### config.mk
export PLATFORM = sky130hd
export DESIGN_NAME = line_refill_ctrl
export DESIGN_NICKNAME = d
export VERILOG_FILES = /design/src/rtl/line_refill_ctrl_pkg.sv /design/src/rtl/line_fill_buffer.sv /design/src/rtl/line_refill_ctrl.sv
export SDC_FILE = /design/constraint.sdc
export NUM_CORES = 1
export LEC_CHECK = 0
export CAP_MARGIN = 20
export CORE_AREA = 8 8 243 245
export CTS_CLUSTER_SIZE = 20
export DETAILED_ROUTE_END_ITERATION = 16
export DIE_AREA = 0 0 251 253
export DONT_BUFFER_PORTS = 1
export MAX_ROUTING_LAYER = met4
export PLACE_DENSITY_LB_ADDON = 0.05
export SLEW_MARGIN = 20
export SYNTH_ARGS = -nofsm -noshare
export SYNTH_HDL_FRONTEND = slang
export SYNTH_SLANG_ARGS = --single-unit
### constraint.sdc
create_clock -name clk -period 5 [get_ports clk]
set_clock_uncertainty 0.05 [all_clocks]
set_input_delay 1.25 -clock clk [delete_from_list [all_inputs] [get_ports clk]]
set_output_delay 1.25 -clock clk [all_outputs]
set_load 0.05 [all_outputs]
### src/rtl/line_refill_ctrl_pkg.sv
// line_refill_ctrl_pkg: shared line geometry, address slice positions and
// refill FSM encoding for the cache line refill controller.
package line_refill_ctrl_pkg;

  localparam int WORDS    = 16;
  localparam int TAG_W    = 25;
  localparam int BEAT_W   = 4;

  // Address slices: tag = [31:7], set index = [6], word offset = [5:2]
  localparam int TAG_MSB  = 31;
  localparam int TAG_LSB  = 7;
  localparam int IDX_BIT  = 6;
  localparam int WORD_MSB = 5;
  localparam int WORD_LSB = 2;
  localparam int LINE_LSB = 6;

  typedef enum logic [2:0] {
    S_IDLE   = 3'd0,
    S_REQ    = 3'd1,
    S_FILL   = 3'd2,
    S_COMMIT = 3'd3,
    S_DONE   = 3'd4
  } state_e;

endpackage

### src/rtl/line_fill_buffer.sv
// line_fill_buffer: 16x32 beat storage, one word written per enabled cycle,
// all words visible in parallel and held until overwritten or reset.
module line_fill_buffer
  import line_refill_ctrl_pkg::*;
(
  input  logic                    clk,
  input  logic                    reset,
  input  logic                    we_i,
  input  logic [BEAT_W-1:0]       idx_i,
  input  logic [31:0]             data_i,
  output logic [WORDS-1:0][31:0]  words_o
);

  logic [WORDS-1:0][31:0] words_q;

  always_ff @(posedge clk or negedge reset) begin
    if (!reset) begin
      words_q <= '0;
    end else if (we_i) begin
      words_q[idx_i] <= data_i;
    end
  end

  assign words_o = words_q;

endmodule

### src/rtl/line_refill_ctrl.sv
// line_refill_ctrl: on a miss, bursts one 64-byte line from memory into the
// fill buffer, then presents it with tag/set/way for a single-cycle commit.
module line_refill_ctrl #(
  parameter int WORDS = line_refill_ctrl_pkg::WORDS,
  parameter int TAG_W = line_refill_ctrl_pkg::TAG_W
) (
  input  logic             clk,
  input  logic             reset,
  input  logic             miss,
  input  logic [31:0]      missAddr,
  input  logic             wayIn,
  output logic             memReq,
  output logic [31:0]      memAddr,
  input  logic             memGrant,
  input  logic             memRdValid,
  input  logic [31:0]      memRdData,
  output logic [31:0]      out0,
  output logic [31:0]      out1,
  output logic [31:0]      out2,
  output logic [31:0]      out3,
  output logic [31:0]      out4,
  output logic [31:0]      out5,
  output logic [31:0]      out6,
  output logic [31:0]      out7,
  output logic [31:0]      out8,
  output logic [31:0]      out9,
  output logic [31:0]      out10,
  output logic [31:0]      out11,
  output logic [31:0]      out12,
  output logic [31:0]      out13,
  output logic [31:0]      out14,
  output logic [31:0]      out15,
  output logic [TAG_W-1:0] tagOut,
  output logic             validOut,
  output logic             lineSelect,
  output logic             select,
  output logic             memWrite,
  output logic             busy,
  output logic             done
);

  import line_refill_ctrl_pkg::state_e;
  import line_refill_ctrl_pkg::S_IDLE;
  import line_refill_ctrl_pkg::S_REQ;
  import line_refill_ctrl_pkg::S_FILL;
  import line_refill_ctrl_pkg::S_COMMIT;
  import line_refill_ctrl_pkg::S_DONE;
  import line_refill_ctrl_pkg::TAG_MSB;
  import line_refill_ctrl_pkg::TAG_LSB;
  import line_refill_ctrl_pkg::IDX_BIT;
  import line_refill_ctrl_pkg::LINE_LSB;

  localparam logic [3:0] LAST_BEAT = 4'(WORDS - 1);

  state_e           state_q, state_d;
  logic [3:0]       beat_q, beat_d;
  logic [31:0]      addr_q, addr_d;
  logic [TAG_W-1:0] tag_q, tag_d;
  logic             idx_q, idx_d;
  logic             way_q, way_d;
  logic             beat_we;
  logic             unused_offset;

  logic [line_refill_ctrl_pkg::WORDS-1:0][31:0] line_words;

  assign unused_offset = ^missAddr[LINE_LSB-1:0];

  always_ff @(posedge clk or negedge reset) begin
    if (!reset) begin
      state_q <= S_IDLE;
      beat_q  <= '0;
      addr_q  <= '0;
      tag_q   <= '0;
      idx_q   <= 1'b0;
      way_q   <= 1'b0;
    end else begin
      state_q <= state_d;
      beat_q  <= beat_d;
      addr_q  <= addr_d;
      tag_q   <= tag_d;
      idx_q   <= idx_d;
      way_q   <= way_d;
    end
  end

  always_comb begin
    state_d = state_q;
    beat_d  = beat_q;
    addr_d  = addr_q;
    tag_d   = tag_q;
    idx_d   = idx_q;
    way_d   = way_q;
    beat_we = 1'b0;
    case (state_q)
      S_IDLE: begin
        if (miss) begin
          addr_d  = {missAddr[31:LINE_LSB], {LINE_LSB{1'b0}}};
          tag_d   = TAG_W'(missAddr[TAG_MSB:TAG_LSB]);
          idx_d   = missAddr[IDX_BIT];
          way_d   = wayIn;
          state_d = S_REQ;
        end
      end
      // Beats arriving alongside the grant are not yet part of the burst
      S_REQ: begin
        if (memGrant) begin
          beat_d  = '0;
          state_d = S_FILL;
        end
      end
      S_FILL: begin
        if (memRdValid) begin
          beat_we = 1'b1;
          beat_d  = beat_q + 4'd1;
          if (beat_q == LAST_BEAT) begin
            state_d = S_COMMIT;
          end
        end
      end
      S_COMMIT: state_d = S_DONE;
      S_DONE:   state_d = S_IDLE;
      default:  state_d = S_IDLE;
    endcase
  end

  line_fill_buffer u_buf (
    .clk     (clk),
    .reset   (reset),
    .we_i    (beat_we),
    .idx_i   (beat_q),
    .data_i  (memRdData),
    .words_o (line_words)
  );

  assign memReq     = (state_q == S_REQ);
  assign memWrite   = (state_q == S_COMMIT);
  assign validOut   = (state_q == S_COMMIT);
  assign done       = (state_q == S_DONE);
  assign busy       = (state_q != S_IDLE);
  assign memAddr    = addr_q;
  assign tagOut     = tag_q;
  assign lineSelect = idx_q;
  assign select     = way_q;

  assign out0  = line_words[0];
  assign out1  = line_words[1];
  assign out2  = line_words[2];
  assign out3  = line_words[3];
  assign out4  = line_words[4];
  assign out5  = line_words[5];
  assign out6  = line_words[6];
  assign out7  = line_words[7];
  assign out8  = line_words[8];
  assign out9  = line_words[9];
  assign out10 = line_words[10];
  assign out11 = line_words[11];
  assign out12 = line_words[12];
  assign out13 = line_words[13];
  assign out14 = line_words[14];
  assign out15 = line_words[15];

endmodule
==> flow_metrics.env <==
export IMPL_ys_seq_elements=546
export IMPL_dp_hpwl_um=46400
export IMPL_dieWidth_um=251
export IMPL_areaGrowthSynthToFinish_pct=8.28
export IMPL_netlist_cell_type_count=39
export IMPL_slew_violations=0
export IMPL_place_gp_congestion=0.750
export IMPL_track_usage=0.212
export IMPL_rsz0062_at_grt="no"
export IMPL_post_route_drc_count=0
export IMPL_pwr_share_seq=0.675
export IMPL_cp_max_fo=11
export IMPL_timing_rr_start="state_q[2]"
export IMPL_r2r_cells=3
export IMPL_n_antenna_cell=0
export IMPL_switching_share=0.492
export IMPL_io_pins=646
export IMPL_synth_edf_count=0
export IMPL_synth_top_cells_by_count="dfrtp_1 (546), mux2_2 (390), mux2_4 (120)"
export IMPL_cts_resized=0
export IMPL_grt_ovfl_total=0
export IMPL_dp_cells=1866
export IMPL_endpoint_kind="output port"
export IMPL_hold_class="primary input to asynchronous set/reset pin"
export IMPL_peakVddDrop_mv=0.478
export IMPL_post_place_ws_ns=1.65
export IMPL_switching_power_w=0.00898
export IMPL_vias=10500
export IMPL_grt_antenna_before_repair=1
export IMPL_synth_area_per_cell_sq_um=17.0
export IMPL_worst_pin_slew_ns=1.49
export IMPL_initial_core_util=0.390
export IMPL_slew_limit_headroom=0.00341
export IMPL_holdWs_ns=0.294
export IMPL_p_int_w=0.00926
export IMPL_setup_viol=0
export IMPL_worstSkewPairLatency_ns=0.60
export IMPL_grt_max_degree=547
export IMPL_first_global_vias=11200
export IMPL_run_status="finished, final reports clean"
export IMPL_p_clk_frac=0.226
export IMPL_r2r_end="u_buf.words_o[176]"
export IMPL_grt_pass1_wl_um=94700
export IMPL_critPathArrivalTime_ns=2.16
export IMPL_placeableCoreArea_sq_um=55500
export IMPL_setup_tns_ns=0
export IMPL_row_count=87
export IMPL_nNetsFinal=1288
export IMPL_synthArstFlopShare=1.00
export IMPL_fmax_mhz=289
export IMPL_routed_wirelength_um=67400
export IMPL_synth_area_sq_um=21700
export IMPL_clock_sinks=546
export IMPL_synth_top_area_frac=0.630
export IMPL_p_leak_nw=11.2
export IMPL_viasPerCell=5.34
export IMPL_setup_slack_ns=1.54
export IMPL_crit_required_ns=3.70
export IMPL_ant_nets=0
export IMPL_initialDrtViolationCount=546
export IMPL_cts_buffers=58
export IMPL_placement_io_buffers=0
export IMPL_ys_seq_area_frac=0.630
export IMPL_drive_gt1_frac=0.492
export IMPL_ys_flop_type="dfrtp_1"
export IMPL_post_cts_buffers=0
export IMPL_first_pass_iters=4
export IMPL_clk_pin_slew_worst_paths_ns=0.06
export IMPL_syn_inst=1272
export IMPL_die_area_sq_um=63500
export IMPL_die_h_um=253
export IMPL_rrSetupSlack_ns=2.25
export IMPL_cts_max_level=2
export IMPL_ctsLongestPathBuffers=3
export IMPL_cts_tree="yes"
export IMPL_root_buffer="clkbuf_16"
export IMPL_hold_viol=0
export IMPL_yosysMostFrequentCell="dfrtp_1"
export IMPL_p_comb_frac=0.099
export IMPL_start_kind="flip-flop"
export IMPL_instances_no_fill=1967
export IMPL_yosys_warnings=0
export IMPL_synthTopCellsByArea="dfrtp_1 (63%), mux2_2 (20%), mux2_4 (8.3%)"
export IMPL_p_per_area_nw_per_um2=777
export IMPL_synth_top_cell_by_area="dfrtp_1"
export IMPL_worst_setup_path_type="flip-flop to output port"
export IMPL_wl_per_cell_um=34.3
export IMPL_period_share=0.693
export IMPL_drv_cap=0
export IMPL_cts_hold_buf=0
export IMPL_final_min_clock_period_ns=3.46
[per-stage QoR]
| step | total power (W) | cell area [sq um] | utilization |
|---|---|---|---|
| floorplan | 0.0135 | 21700 | - |
| global route | 0.0189 | 23500 | 0.423 |
| CTS | 0.0185 | 23500 | 0.423 |
| detailed placement | 0.0143 | 21700 | 0.390 |
| finish | 0.0182 | 23500 | 0.423 |
| global placement | 0.0143 | 21700 | 0.390 |
[routing by layer]
layer  routed length (um)  vias to the layer above  track usage
met5                    0                        -            -
met4                 2100                        0       0.0645
met1                25400                     5727        0.238
li1                     -                     4292            -
met3                 6520                       96       0.0858
met2                33400                      391        0.347
[flip-flops by register name (all words and copies together) (netlist names)]
register and cells:
beat_q 4, memAddr 1, u_buf.words_o 512, state_q 3, select 1, tagOut 25
[cells in the final DEF, fill, tap and decap left out, types with 3 or more instances in the layout]
cell,count
clkinv_2,5
clkbuf_1,21
mux2_4,120
and3_4,4
conb_1,6
buf_4,6
mux2_2,390
nand3_1,4
nand3_4,4
mux2_1,30
inv_1,4
dfrtp_1,546
nor2_4,5
clkbuf_16,59
nor2_1,3
clkbuf_8,12
and4_2,4
ha_1,4
[worst max-delay path, cell delays in order, from the launching register on]
cell and delay [ns]:
dfrtp_1 0.57, nand2_1 0.14, nor2_2 0.85
[cell type report]
| class | count | area, sq um |
|---|---|---|
| flip-flops and latches | 546 | 13700 |
| clock inverters | 9 | 80.1 |
| well taps | 712 | 891 |
| inverters | 4 | 15.0 |
| repair buffers | 6 | 45.0 |
| fillers | 4967 | 32000 |
| clock buffers | 92 | 1720 |
| multi-input cells | 598 | 7050 |
[how the worst max path moves through the flow]
| stage | start | end | slack, ns | cells past startpoint |
|---|---|---|---|---|
| after floorplan | state_q[2] | done | 1.88 | 2 |
| after global placement | memRdValid | u_buf.words_o[386] | 1.67 | 4 |
| after detailed placement | memRdValid | u_buf.words_o[466] | 1.65 | 4 |
| after CTS | state_q[0] | memWrite | 1.49 | 2 |
| after global routing | state_q[0] | validOut | 1.39 | 2 |
| final | state_q[0] | validOut | 1.54 | 2 |
[power groups by stage]
stage	logic [W]	registers, W	clock network (W)
after floorplan	0.00229	0.0112	0
after detailed placement	0.00182	0.0125	0
final	0.00180	0.0123	0.00412
after global placement	0.00175	0.0125	0
after global routing	0.00196	0.0125	0.00442
after CTS	0.00183	0.0124	0.00425
[cell families (layout without fill, tap and decap cells)]
family / Yosys count / count (layout) / synth area share
flops: 546 / 546 / 0.630
compound gates: 6 / 6 / 0.00202
simple gates: 40 / 40 / 0.0160
other cells: 1 / 6 / 0.000173
mux: 542 / 542 / 0.302
buf+inv: 133 / 111 / 0.0469
fa+ha+maj: 4 / 4 / 0.00231
(Power assumes the default switching activity.)
